### src/rtl/multicycle_sequencer.sv
// Multicycle control sequencer for the MIPS core: walks FETCH/DECODE/EXEC/MEM/WB,
// decodes per-cycle datapath strobes, traps bus stalls and counts retired instructions.
module multicycle_sequencer #(
  parameter int STALL_LIMIT = 16,
  parameter int WAIT_W      = 8,
  parameter int CNT_W       = 32
) (
  input  logic             i_clk,
  input  logic             i_reset_n,
  input  logic [2:0]       i_instr_class,
  input  logic             i_waitrequest,
  output logic             o_pc_inc,
  output logic             o_ir_write,
  output logic             o_alu_en,
  output logic             o_mem_read,
  output logic             o_mem_write,
  output logic             o_addr_sel,
  output logic             o_reg_write,
  output logic             o_active,
  output logic             o_timeout_err,
  output logic [2:0]       o_state,
  output logic [CNT_W-1:0] o_retired
);

  typedef enum logic [2:0] {
    S_FETCH  = 3'd0,
    S_DECODE = 3'd1,
    S_EXEC   = 3'd2,
    S_MEM    = 3'd3,
    S_WB     = 3'd4,
    S_HALTED = 3'd5,
    S_ERROR  = 3'd6,
    S_BAD    = 3'd7
  } state_t;

  localparam logic [2:0] C_ALU   = 3'd0;
  localparam logic [2:0] C_LOAD  = 3'd1;
  localparam logic [2:0] C_STORE = 3'd2;
  localparam logic [2:0] C_HALT  = 3'd4;

  state_t             r_state;
  logic [2:0]         r_class;
  logic [WAIT_W-1:0]  r_stall;
  logic               r_timeout;
  logic [CNT_W-1:0]   r_retired;

  state_t w_next;
  logic   w_stall_hit;
  logic   w_pc_inc, w_ir_write, w_alu_en, w_mem_read, w_mem_write;
  logic   w_addr_sel, w_reg_write, w_active;

  // The stall that would be the STALL_LIMIT-th consecutive one traps instead of holding.
  assign w_stall_hit = (STALL_LIMIT != 0) && (r_stall == WAIT_W'(STALL_LIMIT - 1));

  always_comb begin
    w_next      = r_state;
    w_pc_inc    = 1'b0;
    w_ir_write  = 1'b0;
    w_alu_en    = 1'b0;
    w_mem_read  = 1'b0;
    w_mem_write = 1'b0;
    w_addr_sel  = 1'b0;
    w_reg_write = 1'b0;
    w_active    = (r_state != S_HALTED) && (r_state != S_ERROR);
    case (r_state)
      S_FETCH: begin
        w_mem_read = 1'b1;
        if (i_waitrequest) begin
          if (w_stall_hit) w_next = S_ERROR;
        end else begin
          w_ir_write = 1'b1;
          w_next     = S_DECODE;
        end
      end
      S_DECODE: w_next = S_EXEC;
      S_EXEC: begin
        w_alu_en = 1'b1;
        case (i_instr_class)
          C_ALU:          w_next = S_WB;
          C_LOAD, C_STORE: w_next = S_MEM;
          C_HALT: begin
            w_pc_inc = 1'b1;
            w_next   = S_HALTED;
          end
          default: begin
            // Branch/jump and reserved classes: retire without touching regs or memory.
            w_pc_inc = 1'b1;
            w_next   = S_FETCH;
          end
        endcase
      end
      S_MEM: begin
        w_addr_sel = 1'b1;
        if (r_class == C_LOAD) w_mem_read  = 1'b1;
        else                   w_mem_write = 1'b1;
        if (i_waitrequest) begin
          if (w_stall_hit) w_next = S_ERROR;
        end else if (r_class == C_LOAD) begin
          w_next = S_WB;
        end else begin
          w_pc_inc = 1'b1;
          w_next   = S_FETCH;
        end
      end
      S_WB: begin
        w_reg_write = 1'b1;
        w_pc_inc    = 1'b1;
        w_next      = S_FETCH;
      end
      S_HALTED, S_ERROR: w_next = r_state;
      default: w_next = S_FETCH;
    endcase
  end

  always_ff @(posedge i_clk) begin
    if (!i_reset_n) begin
      r_state   <= S_FETCH;
      r_class   <= C_ALU;
      r_stall   <= '0;
      r_timeout <= 1'b0;
      r_retired <= '0;
    end else begin
      r_state <= w_next;
      if (w_next != r_state)
        r_stall <= '0;
      else if (((r_state == S_FETCH) || (r_state == S_MEM)) && i_waitrequest)
        r_stall <= r_stall + 1'b1;
      if ((w_next == S_ERROR) && (r_state != S_ERROR))
        r_timeout <= 1'b1;
      if (r_state == S_EXEC)
        r_class <= i_instr_class;
      if (w_pc_inc)
        r_retired <= r_retired + 1'b1;
    end
  end

  // Reset gates every strobe so an access in flight is dropped on the reset cycle itself.
  assign o_pc_inc      = i_reset_n & w_pc_inc;
  assign o_ir_write    = i_reset_n & w_ir_write;
  assign o_alu_en      = i_reset_n & w_alu_en;
  assign o_mem_read    = i_reset_n & w_mem_read;
  assign o_mem_write   = i_reset_n & w_mem_write;
  assign o_addr_sel    = i_reset_n & w_addr_sel;
  assign o_reg_write   = i_reset_n & w_reg_write;
  assign o_active      = i_reset_n & w_active;
  assign o_timeout_err = r_timeout;
  assign o_state       = r_state;
  assign o_retired     = r_retired;

endmodule

### config.mk
export PLATFORM = sky130hd
export DESIGN_NAME = multicycle_sequencer
export DESIGN_NICKNAME = d
export VERILOG_FILES = /design/src/rtl/multicycle_sequencer.sv
export SDC_FILE = /design/constraint.sdc
export NUM_CORES = 1
export LEC_CHECK = 0
export ABC_AREA = 1
export CORE_UTILIZATION = 60
export DETAILED_ROUTE_END_ITERATION = 8
export DONT_BUFFER_PORTS = 1
export GPL_ROUTABILITY_DRIVEN = 0
export HOLD_SLACK_MARGIN = 0.05
export PLACE_DENSITY = 0.79
export SYNTH_ARGS = -nofsm -noshare
export SYNTH_HDL_FRONTEND = slang
export SYNTH_SLANG_ARGS = --single-unit
### constraint.sdc
create_clock -name i_clk -period 4.21 [get_ports i_clk]
set_clock_uncertainty 0.1 [all_clocks]
set_input_delay 0.842 -clock i_clk [delete_from_list [all_inputs] [get_ports i_clk]]
set_output_delay 0.842 -clock i_clk [all_outputs]
set_load 0.01 [all_outputs]
# [Word-level counts from Yosys, hierarchy flattened]
# Index checks and enable logic that the tools add are counted.
[totals] ff_bits=47 wordCells=59
[op_classes] n_addsub=2 n_eq_ne=15 muxes=18 n_bitwise=9 reduce_logical=10
[ops] op="$add A32 B1 Y32 const B" count=1
[ops] op="$eq A3 B3 Y1 const B" count=5
[ops] op="$pmux W3 S5" count=1
[ops] op="$mux W3" count=4
[ops] op="$mux W1" count=10
[ops] op="$eq A3 B1 Y1 const B" count=3
[ops] op="$eq A3 B2 Y1 const B" count=3
[ops] op="$pmux W3 S3" count=1
[ops] op="$add A8 B1 Y8 const B" count=1
[ops] op="$and A1 B1 Y1" count=8
[ops] op="$eq A8 B4 Y1 const B" count=1
[ops] op="$logic_not A3 Y1" count=2
[ops] op="$ne A3 B3 Y1 const B" count=2
[ops] op="$reduce_or A2 Y1" count=3
[ops] op="$logic_and A1 B1 Y1" count=3
[ops] op="$ne A3 B3 Y1" count=1
[ops] op="$pmux W1 S3" count=1
[ops] op="$reduce_or A3 Y1" count=1
[ops] op="$pmux W1 S2" count=1
[ops] op="$logic_or A1 B1 Y1" count=1
[ops] op="$not A1 Y1" count=1

# [Longest topological paths before layout]
[logic_depth] depth_word=6 ltp_mapped=12

# [Least setup slack after synthesis]
# OpenSTA, ideal clock, no wires.
[synth_timing] path_type="input to output" from="input port i_waitrequest" to="output port o_pc_inc" arrival_time_ns=1.670 t_required_ns=3.268 setup_slack_ns=1.598 cell_stages=6 path_buffers=1 path_cell_list="inv_1 -> nand3_1 -> nand3_4 -> inv_2 -> buf_2 -> nor2_1"
[synth_via] elab_chain_cells=3
[synth_lines] element="start: declaration" line_no="11" source="input logic i_waitrequest,"
[synth_lines] element="$mux W1" line_no="96" source="if (i_waitrequest) begin"
[synth_lines] element="$pmux W1 S3" line_no="65" source="case (r_state)"
[synth_lines] element="$and A1 B1 Y1" line_no="138" source="assign o_pc_inc = i_reset_n & w_pc_inc;"
[synth_lines] element="end: declaration" line_no="12" source="output logic o_pc_inc,"
# No other way between the ends.

# [Final worst setup path]
[layout_timing] from="register r_state[0], in the netlist o_state[0]" to="output port o_pc_inc"
[layout_via] elab_chain_cells=3 word_cells_on_any_way=5
[layout_lines] element="start: declaration" line_no="41" source="state_t r_state;"
[layout_lines] element="start signal: assignment" line_no="123" source="r_state <= w_next;"
[layout_lines] element="$eq A3 B3 Y1 / $eq A3 B2 Y1 (equally long branches)" line_no="65"
[layout_lines] element="$pmux W1 S3 *" line_no="65"
[layout_lines] element="$and A1 B1 Y1 *" line_no="138"
# Every way passes the cells marked *; elsewhere a longest branch is shown, timed or not.

==> flow_summary.toml <==
[timing]
finalHoldViolations = 0
layout_worst_path_cycle_share = 0.745
setup-violations-final = 0
worst_slew_pin_slew_ns = 0.969
period_minus_slack_ns = 3.14
fmax_ghz = 0.319
finalMaxSlewViolations = 0
relSlewSlack = 0.353
rsz0062_at_grt = "false"
setup_slack_ns = 1.07
finalSetupTns_ns = 0

[synthesis]
synth_top_area_share = 0.317
ys_ff_latch = 47
synthXorXnorAreaFrac = 0.0384
synth.area.top_cells = "dfxtp_1 (32%), nand2_1 (21%), nor2_1 (8.9%)"
muxShareOfSynthArea = 0
synth_cell_types = 30
synth_top_family_by_area = "simple AND/OR/NAND/NOR gates"
syn_nets = 490
ys_seq_area_frac = 0.317
yosys.area_share.simple = 0.461
synthesis.area_um2 = 2970
syn_inst = 482
synth_compound_area_frac = 0.0915
synth_adder_area_share = 0.00844
yosysWarnings = 0
avgSynthCellArea_um2 = 6.15
yosys.area.top_type = "dfxtp_1"

[setup_path]
start_kind = "register"
r2r_end = "o_retired[23]"
rr_worst_depth = 8
required_ns = 3.27
critPathKind = "reg2out"
cp.arrival_ns = 2.20
rrSetupSlack_ns = 2.02
cp_max_fo = 35
r2r-start = "o_state[0]"
crit_end = "o_pc_inc"
crit_start = "o_state[0]"
end_kind = "output pin"

[clock_tree]
cts_buffers = 5
postCtsSetupBuffers = 0
post_cts_resized = 0
cts_tree = "done"
clockBufferDepth = 2
hold_buffers = 0
cts.sinks = 47
clkTransAtPathRegs_ns = 0.09
cts_root_buf = "clkbuf_8"
clock_latency_ns = 0.30
htree_num_levels = 2

[global_routing]
grt.total_usage = 0.278
grt_first_pass_wirelength_mm = 11.6
antenna_found_initial = 0
grt_overflow = 0
grt_max_degree = 36
grt_pass1_vias = 2738

[final_layout]
final_net_count = 486
fin_cells = 546
multi_input_area_um2 = 1780
drive_gt1_frac = 0.0752
areaGrowthSynthToFinish_pct = 3.50
register_area_um2 = 941
final_util = 0.646
filler_cell_count = 446
n_antenna_cell = 0

[power]
leakage_uw = 0.00110
p_total_uw = 902
powerDensity_nw_per_um2 = 294
vdd_drop_max_uv = 190

[die]
initial_core_util = 0.624
std_cell_rows = 25
coreArea_um2 = 4750
dieWidth_um = 72.3
ioPinCount = 50
dieHeight_um = 72.3
die-area_um2 = 5230

[place]
place.port_buffers = 0
place_ws_ns = 1.24
dp.cells = 538
hpwl_mm = 5.20

[drt]
drtAntennaViolNets = 0
wl_mm = 6.84
wl_per_cell_um = 12.5
vias_per_cell = 5.42
drtPass1Iterations = 5
drcViolationCount = 0
drtIter0Drc = 167
vias = 2959

[outcome]
status = "complete, no violations"

[worst_hold_path]
min_from = "r_class[1]"
min_path_type = "reg2reg"

[flow_run]
maxCapViolCount = 0
[cells in the mapped netlist, drive strengths merged]
cell,number
a21oi,37
a31oi,1
buf,7
clkbuf,4
clkinv,1
dfxtp,47
ha,2
inv,45
nand2,170
nand3,36
nand3b,5
nand4,5
nor2,83
nor3,12
o21ai,13
o21bai,1
xnor2,2
xor2,11
[worst max-delay path, stage by stage, from the launching register on]
cell	delay, ns
dfxtp_1	0.59
inv_1	0.13
nand2_2	0.14
nor2_4	0.07
nand2_2	0.12
nand3_4	0.30
inv_2	0.40
nor2_1	0.14
[layer usage]
metal  vias up  routed length (um)  track usage
met4         0                 169        0.126
met5         -                   0            0
met2        91                3350        0.499
li1       1517                   -            -
met1      1332                2970        0.313
met3        19                 359       0.0625
[worst min-delay path by stage]
stage	end	slack [ns]	cells after the start
after floorplan	r_class[2]	0.35	2
after global placement	r_class[2]	0.36	2
after detailed placement	r_class[2]	0.37	2
after CTS	r_class[2]	0.38	2
after global routing	r_class[1]	0.43	2
final	r_class[1]	0.38	2
[cells by family after synthesis]
kind of cell / after synthesis
and+or+nand+nor: 311
adders and majority gates: 2
AOI/OAI and AO/OA: 52
buffers and inverters: 57
DFF: 47
xor gates and xnor gates: 13
[flip-flops by register name, indices dropped and copies added (netlist names)]
register / flops
o_state: 3
r_class: 3
r_stall: 8
o_timeout_err: 1
o_retired: 32
[cell usage in the layout, fill, tap and decap left out, types with 6 or more instances in the layout]
cell	instances
dfxtp_1	47
nand2_2	6
nor2_2	10
nor3_1	11
a21oi_1	35
nor2_1	70
o21ai_0	12
xor2_1	11
inv_1	43
nand2_1	163
nand3_1	34
[where the power goes]
part           switching, uW  internal, uW  total (uW)
Sequential              23.0           456         479
Combinational            103          40.1         143
Clock                    160           119         279
Total                    287           615         902
[stage by stage]
step,cell area (um2),hold slack [ns]
floorplan,2970,0.345
global placement,2980,0.356
detailed placement,2980,0.368
CTS,3070,0.382
global route,3070,0.427
finish,3070,0.380
[layout make-up]
class | count | area share
clock inverter | 3 | 0.00815
multi-input combinational | 378 | 0.579
inverter | 46 | 0.0566
sequential | 47 | 0.306
tap | 67 | 0.0273
clock buffer | 5 | 0.0224
(Power assumes the default switching activity.)
